===== src/rtl/aes_byte_loader_if.sv =====
// Byte-stream input and parallel key/block output bundle for aes_byte_loader.
// slave is the loader side; master is the upstream source plus downstream sink.
interface aes_byte_loader_if #(
  parameter int NK = 4
) ();
  logic              in_valid;
  logic              in_ready;
  logic [7:0]        in_data;
  logic              load_key;
  logic              abort;
  logic              out_valid;
  logic              out_ready;
  logic [32*NK-1:0]  key_out;
  logic [127:0]      data_out;

  modport slave (
    input  in_valid, in_data, load_key, abort, out_ready,
    output in_ready, out_valid, key_out, data_out
  );

  modport master (
    output in_valid, in_data, load_key, abort, out_ready,
    input  in_ready, out_valid, key_out, data_out
  );
endinterface


===== src/rtl/aes_byte_loader.sv =====
// Assembles a cipher key and one 128-bit block from a byte stream, MSB first,
// and holds them for the AES core stage until downstream takes the frame.
module aes_byte_loader #(
  parameter int NK = 4
) (
  input  logic                clk,
  input  logic                reset,
  aes_byte_loader_if.slave    bus,
  output logic                key_loaded,
  output logic                busy
);
  localparam int KEY_BYTES = 4 * NK;
  localparam int KW        = 32 * NK;
  localparam int CNT_W     = $clog2(KEY_BYTES);

  generate
    if (NK != 4 && NK != 6 && NK != 8) begin : g_bad_nk
      $fatal(1, "aes_byte_loader: NK must be 4, 6 or 8");
    end
  endgenerate

  typedef enum logic [1:0] {IDLE, KEY, DATA, HOLD} state_t;

  state_t             state, state_nxt;
  logic [CNT_W-1:0]   count;
  logic [KW-1:0]      key_q;
  logic [127:0]       data_q;
  logic               in_ready, accept, key_start, key_last, data_last;

  assign accept    = bus.in_valid && in_ready;
  // A frame opens with key bytes when asked to, or when no complete key is held.
  assign key_start = accept && (state == IDLE) && (bus.load_key || !key_loaded);
  assign key_last  = (count == CNT_W'(KEY_BYTES - 1));
  assign data_last = (count == CNT_W'(15));

  always_ff @(posedge clk or negedge reset) begin
    if (!reset) state <= IDLE;
    else        state <= state_nxt;
  end

  always_comb begin
    state_nxt = state;
    if (bus.abort) begin
      state_nxt = IDLE;
    end else begin
      case (state)
        IDLE:    if (accept) state_nxt = key_start ? KEY : DATA;
        KEY:     if (accept && key_last) state_nxt = DATA;
        DATA:    if (accept && data_last) state_nxt = HOLD;
        HOLD:    if (bus.out_ready) state_nxt = IDLE;
        default: state_nxt = IDLE;
      endcase
    end
  end

  always_comb begin
    in_ready      = (state != HOLD) && !bus.abort;
    bus.in_ready  = in_ready;
    bus.out_valid = (state == HOLD);
    busy          = (state != IDLE);
  end

  always_ff @(posedge clk or negedge reset) begin
    if (!reset) begin
      count      <= '0;
      key_loaded <= 1'b0;
    end else if (bus.abort) begin
      count <= '0;
      if (state == KEY) key_loaded <= 1'b0;
    end else if (accept) begin
      case (state)
        IDLE: begin
          count <= CNT_W'(1);
          if (key_start) key_loaded <= 1'b0;
        end
        KEY: begin
          if (key_last) begin
            count      <= '0;
            key_loaded <= 1'b1;
          end else begin
            count <= count + CNT_W'(1);
          end
        end
        DATA:    count <= data_last ? '0 : count + CNT_W'(1);
        default: count <= count;
      endcase
    end
  end

  // Left shift puts the first byte of each field in the top byte lane.
  always_ff @(posedge clk or negedge reset) begin
    if (!reset) begin
      key_q  <= '0;
      data_q <= '0;
    end else if (accept) begin
      if (key_start || state == KEY) key_q  <= {key_q[KW-9:0], bus.in_data};
      else                           data_q <= {data_q[119:0], bus.in_data};
    end
  end

  assign bus.key_out  = key_q;
  assign bus.data_out = data_q;
endmodule


===== src/flat_wrapper.sv =====
// flat-port wrapper written by rule: the top's interface ports become plain ports
module aes_byte_loader_flat 
#(
  parameter int NK = 4
)
  (clk, reset, key_loaded, busy, bus_in_valid, bus_in_data, bus_load_key, bus_abort, bus_out_ready, bus_in_ready, bus_out_valid, bus_key_out, bus_data_out);
  aes_byte_loader_if #(.NK(NK)) bus_i ();
  input  logic clk;
  input  logic reset;
  output logic key_loaded;
  output logic busy;
  input wire logic [$bits(bus_i.in_valid)-1:0] bus_in_valid;
  input wire logic [$bits(bus_i.in_data)-1:0] bus_in_data;
  input wire logic [$bits(bus_i.load_key)-1:0] bus_load_key;
  input wire logic [$bits(bus_i.abort)-1:0] bus_abort;
  input wire logic [$bits(bus_i.out_ready)-1:0] bus_out_ready;
  output wire logic [$bits(bus_i.in_ready)-1:0] bus_in_ready;
  output wire logic [$bits(bus_i.out_valid)-1:0] bus_out_valid;
  output wire logic [$bits(bus_i.key_out)-1:0] bus_key_out;
  output wire logic [$bits(bus_i.data_out)-1:0] bus_data_out;
  assign bus_i.in_valid = bus_in_valid;
  assign bus_i.in_data = bus_in_data;
  assign bus_i.load_key = bus_load_key;
  assign bus_i.abort = bus_abort;
  assign bus_i.out_ready = bus_out_ready;
  assign bus_in_ready = bus_i.in_ready;
  assign bus_out_valid = bus_i.out_valid;
  assign bus_key_out = bus_i.key_out;
  assign bus_data_out = bus_i.data_out;
  aes_byte_loader #(.NK(NK)) u_core (.clk(clk), .reset(reset), .bus(bus_i), .key_loaded(key_loaded), .busy(busy));
endmodule

===== config.mk =====
export PLATFORM = sky130hd
export DESIGN_NAME = aes_byte_loader_flat
export DESIGN_NICKNAME = d
export VERILOG_FILES = /design/src/rtl/aes_byte_loader_if.sv /design/src/rtl/aes_byte_loader.sv /design/src/flat_wrapper.sv
export SDC_FILE = /design/constraint.sdc
export NUM_CORES = 1
export LEC_CHECK = 0
export ABC_CLOCK_PERIOD_IN_PS = 4700
export CORE_ASPECT_RATIO = 1.25
export CORE_UTILIZATION = 35
export DETAILED_ROUTE_END_ITERATION = 10
export PLACE_DENSITY = 0.61
export SYNTH_ARGS = -nofsm -noshare
export SYNTH_HDL_FRONTEND = slang
export SYNTH_SLANG_ARGS = --single-unit

===== constraint.sdc =====
create_clock -name clk -period 4.7 [get_ports clk]
set_input_delay 0.94 -clock clk [delete_from_list [all_inputs] [get_ports clk]]
set_output_delay 0.94 -clock clk [all_outputs]
set_load 0.005 [all_outputs]

==> reports/results.ini <==
[routing]
drt-pass1-iter-count = 4
vias_per_cell = 4.74
drc = 0
final_antenna_net_count = 0
drt-total-wl_mm = 22.5
detail_route.wl_per_cell_um = 18.0
vias = 5933
drtIter0Drc = 186

[critical_path]
required_ns = 3.76
cp.arrival_ns = 2.26
cp-end-kind = output pin
reg2reg_setup_slack_ns = 1.98
critPathMaxFanout = 7
reg2reg_depth = 7
critPathKind = in2out
crit-reg2reg-launch = u_core.state[0]
worstSetupStartpointType = input port
r2r_end = u_core.bus.key_out[119]

[clocking]
clock_sinks = 263
cts.repair_timing.setup_buffer_count = 0
htree_levels = 1
cts_resized = 0
cts-buffers-inserted = 28
cts_tree = built
cts.clk_slew.worst_paths_ns = 0.06
hold_buffers = 0
cts_buffer_depth = 3
clk_root_buffer_cell = clkbuf_16
clk_latency_ns = 0.54

[placement]
dp_hpwl_mm = 15.6
place_congestion = 0.769
portBuffers = 273

[power_and_ir_drop]
leakagePower_uw = 0.00633
peakVddDrop_mv = 0.310
p_per_area_mw_per_mm2 = 600

[outcome]
status = completed

[sta]
fmax_mhz = 312
setup_tns_ns = 0
drv_slew = 0
fin_crit_sh = 0.682
rsz0062_at_grt = no
holdWs_ns = 0.457
finalSetupViolCount = 0
hold_viol = 0
relSlewSlack = 0.377
period_needed_ns = 3.20
worst_clock_skew_ns = 0.0148
worstMarginPinSlew_ns = 0.934

[finish]
antenna_cells = 0
drive_gt1_frac = 0.329
fillers = 2504
fin_nets = 898
syn2layout_area_growth_pct = 38.6

[floorplanning]
die_height_um = 192
die_x_um = 154
die_area_mm2 = 0.0296
core_area_mm2 = 0.0284
initial_utilization = 0.356
row_count = 69
ios = 274

[global_routing]
grt_use_total = 0.152
grt_overflow = 0
grt_pass1_wl_mm = 35.4
grt_max_degree = 120
antenna_found_initial = 0
grt_pass1_vias = 5975

[logic_synthesis]
synth_seq_area_share = 0.651
synth_top_flop_cell = dfrtp_1
netlist_area_mm2 = 0.0101
avgSynthCellArea_um2 = 17.0
syn_inst = 595
syn_nets = 614
synth_warnings = 0
yosysMostFrequentCell = dfrtp_1
synth_edf_count = 0
synth_common_cells = dfrtp_1 (263), mux2_2 (238), buf_6 (26)
synth_largest_area_cell = dfrtp_1
ys_async_sr_fraction = 1.00
ys_seq_elements = 263
netlist.area_leader.share = 0.651
synth_cell_type_count = 32
synthTopCellsByArea = dfrtp_1 (65%), mux2_2 (27%), buf_6 (2.9%), mux2_1 (2.1%), ha_1 (0.62%)

[hold_path]
hold_path.class = in2async

[flow_run]
max_cap_violations = 0

==> sequential cells by signal (all words and copies together) (netlist names) <==
register and flops:
u_core.bus.data_out 128, u_core.bus.key_out 128, u_core.count 4, u_core.state 2
u_core.key_loaded 1
==> area by class of cell <==
class	instances	area (um^2)	area share
clock buffer	41	821	0.0586
clock inverter	8	71.3	0.00509
inverter	6	22.5	0.00161
multi-input combinational	298	3210	0.229
sequential	263	6580	0.470
tap	355	444	0.0317
timing repair buffer	282	2870	0.205
==> where the power goes <==
part           switching [uW]  internal, uW  total, uW
registers                 551          2970       3530
logic                     888          1850       2740
clock network             884          1260       2140
==> worst max-delay path by stage <==
stage | start | endpoint | slack (ns) | cells after the start
2_1_floorplan | bus_abort | u_core.bus.key_out[23] | 2.56 | 6
3_3_place_gp | bus_abort | u_core.bus.key_out[123] | 1.23 | 6
3_5_place_dp | bus_abort | u_core.bus.key_out[123] | 1.19 | 6
4_1_cts | bus_abort | bus_in_ready | 1.52 | 3
5_1_grt | bus_abort | bus_in_ready | 1.44 | 3
6_report | bus_abort | bus_in_ready | 1.50 | 3
==> layout by cell type, fill, tap and decap left out, types with 2 or more instances in the layout <==
master and count:
mux2_2 238, clkdlybuf4s50_1 272, nand3_1 2, ha_1 5, clkinv_2 5, buf_12 5, clkbuf_16 29, clkbuf_1 7
dfrtp_1 263, buf_4 4, nor2_1 5, o21ai_0 4, inv_1 6, mux2i_1 2, nand2_1 3, clkbuf_8 5
mux2_1 19
==> kinds of logic after synthesis <==
| family | after synthesis | share of synthesized area |
|---|---|---|
| simple gates | 17 | 0.00940 |
| flops | 263 | 0.651 |
| mux | 259 | 0.288 |
| fa+ha+maj | 5 | 0.00619 |
| buf+inv | 34 | 0.0327 |
| compound gates | 17 | 0.0127 |
==> layer usage <==
metal,global-route usage,vias up,share of wire
met3,0.0372,32,0.059
met2,0.263,171,0.51
met4,0.0415,0,0.018
met5,0,-,0
li1,-,2704,-
met1,0.189,3026,0.41
==> stage by stage <==
step | setup WS, ns | total power, uW | area (um^2) | cells | util
4_1_cts | 1.52 | 8570 | 14000 | 1253 | 0.494
3_3_place_gp | 1.23 | 6320 | 13100 | 1204 | 0.462
3_5_place_dp | 1.19 | 6360 | 13100 | 1204 | 0.462
6_report | 1.50 | 8410 | 14000 | 1253 | 0.494
5_1_grt | 1.44 | 8880 | 14000 | 1253 | 0.494
2_1_floorplan | 2.56 | 4550 | 10100 | 595 | -
==> critical path: stages <==
cell and delay, ns:
clkdlybuf4s50_1 0.55, nor2_2 0.22, clkdlybuf4s50_1 0.55
Power figures use the tool's default switching activity.
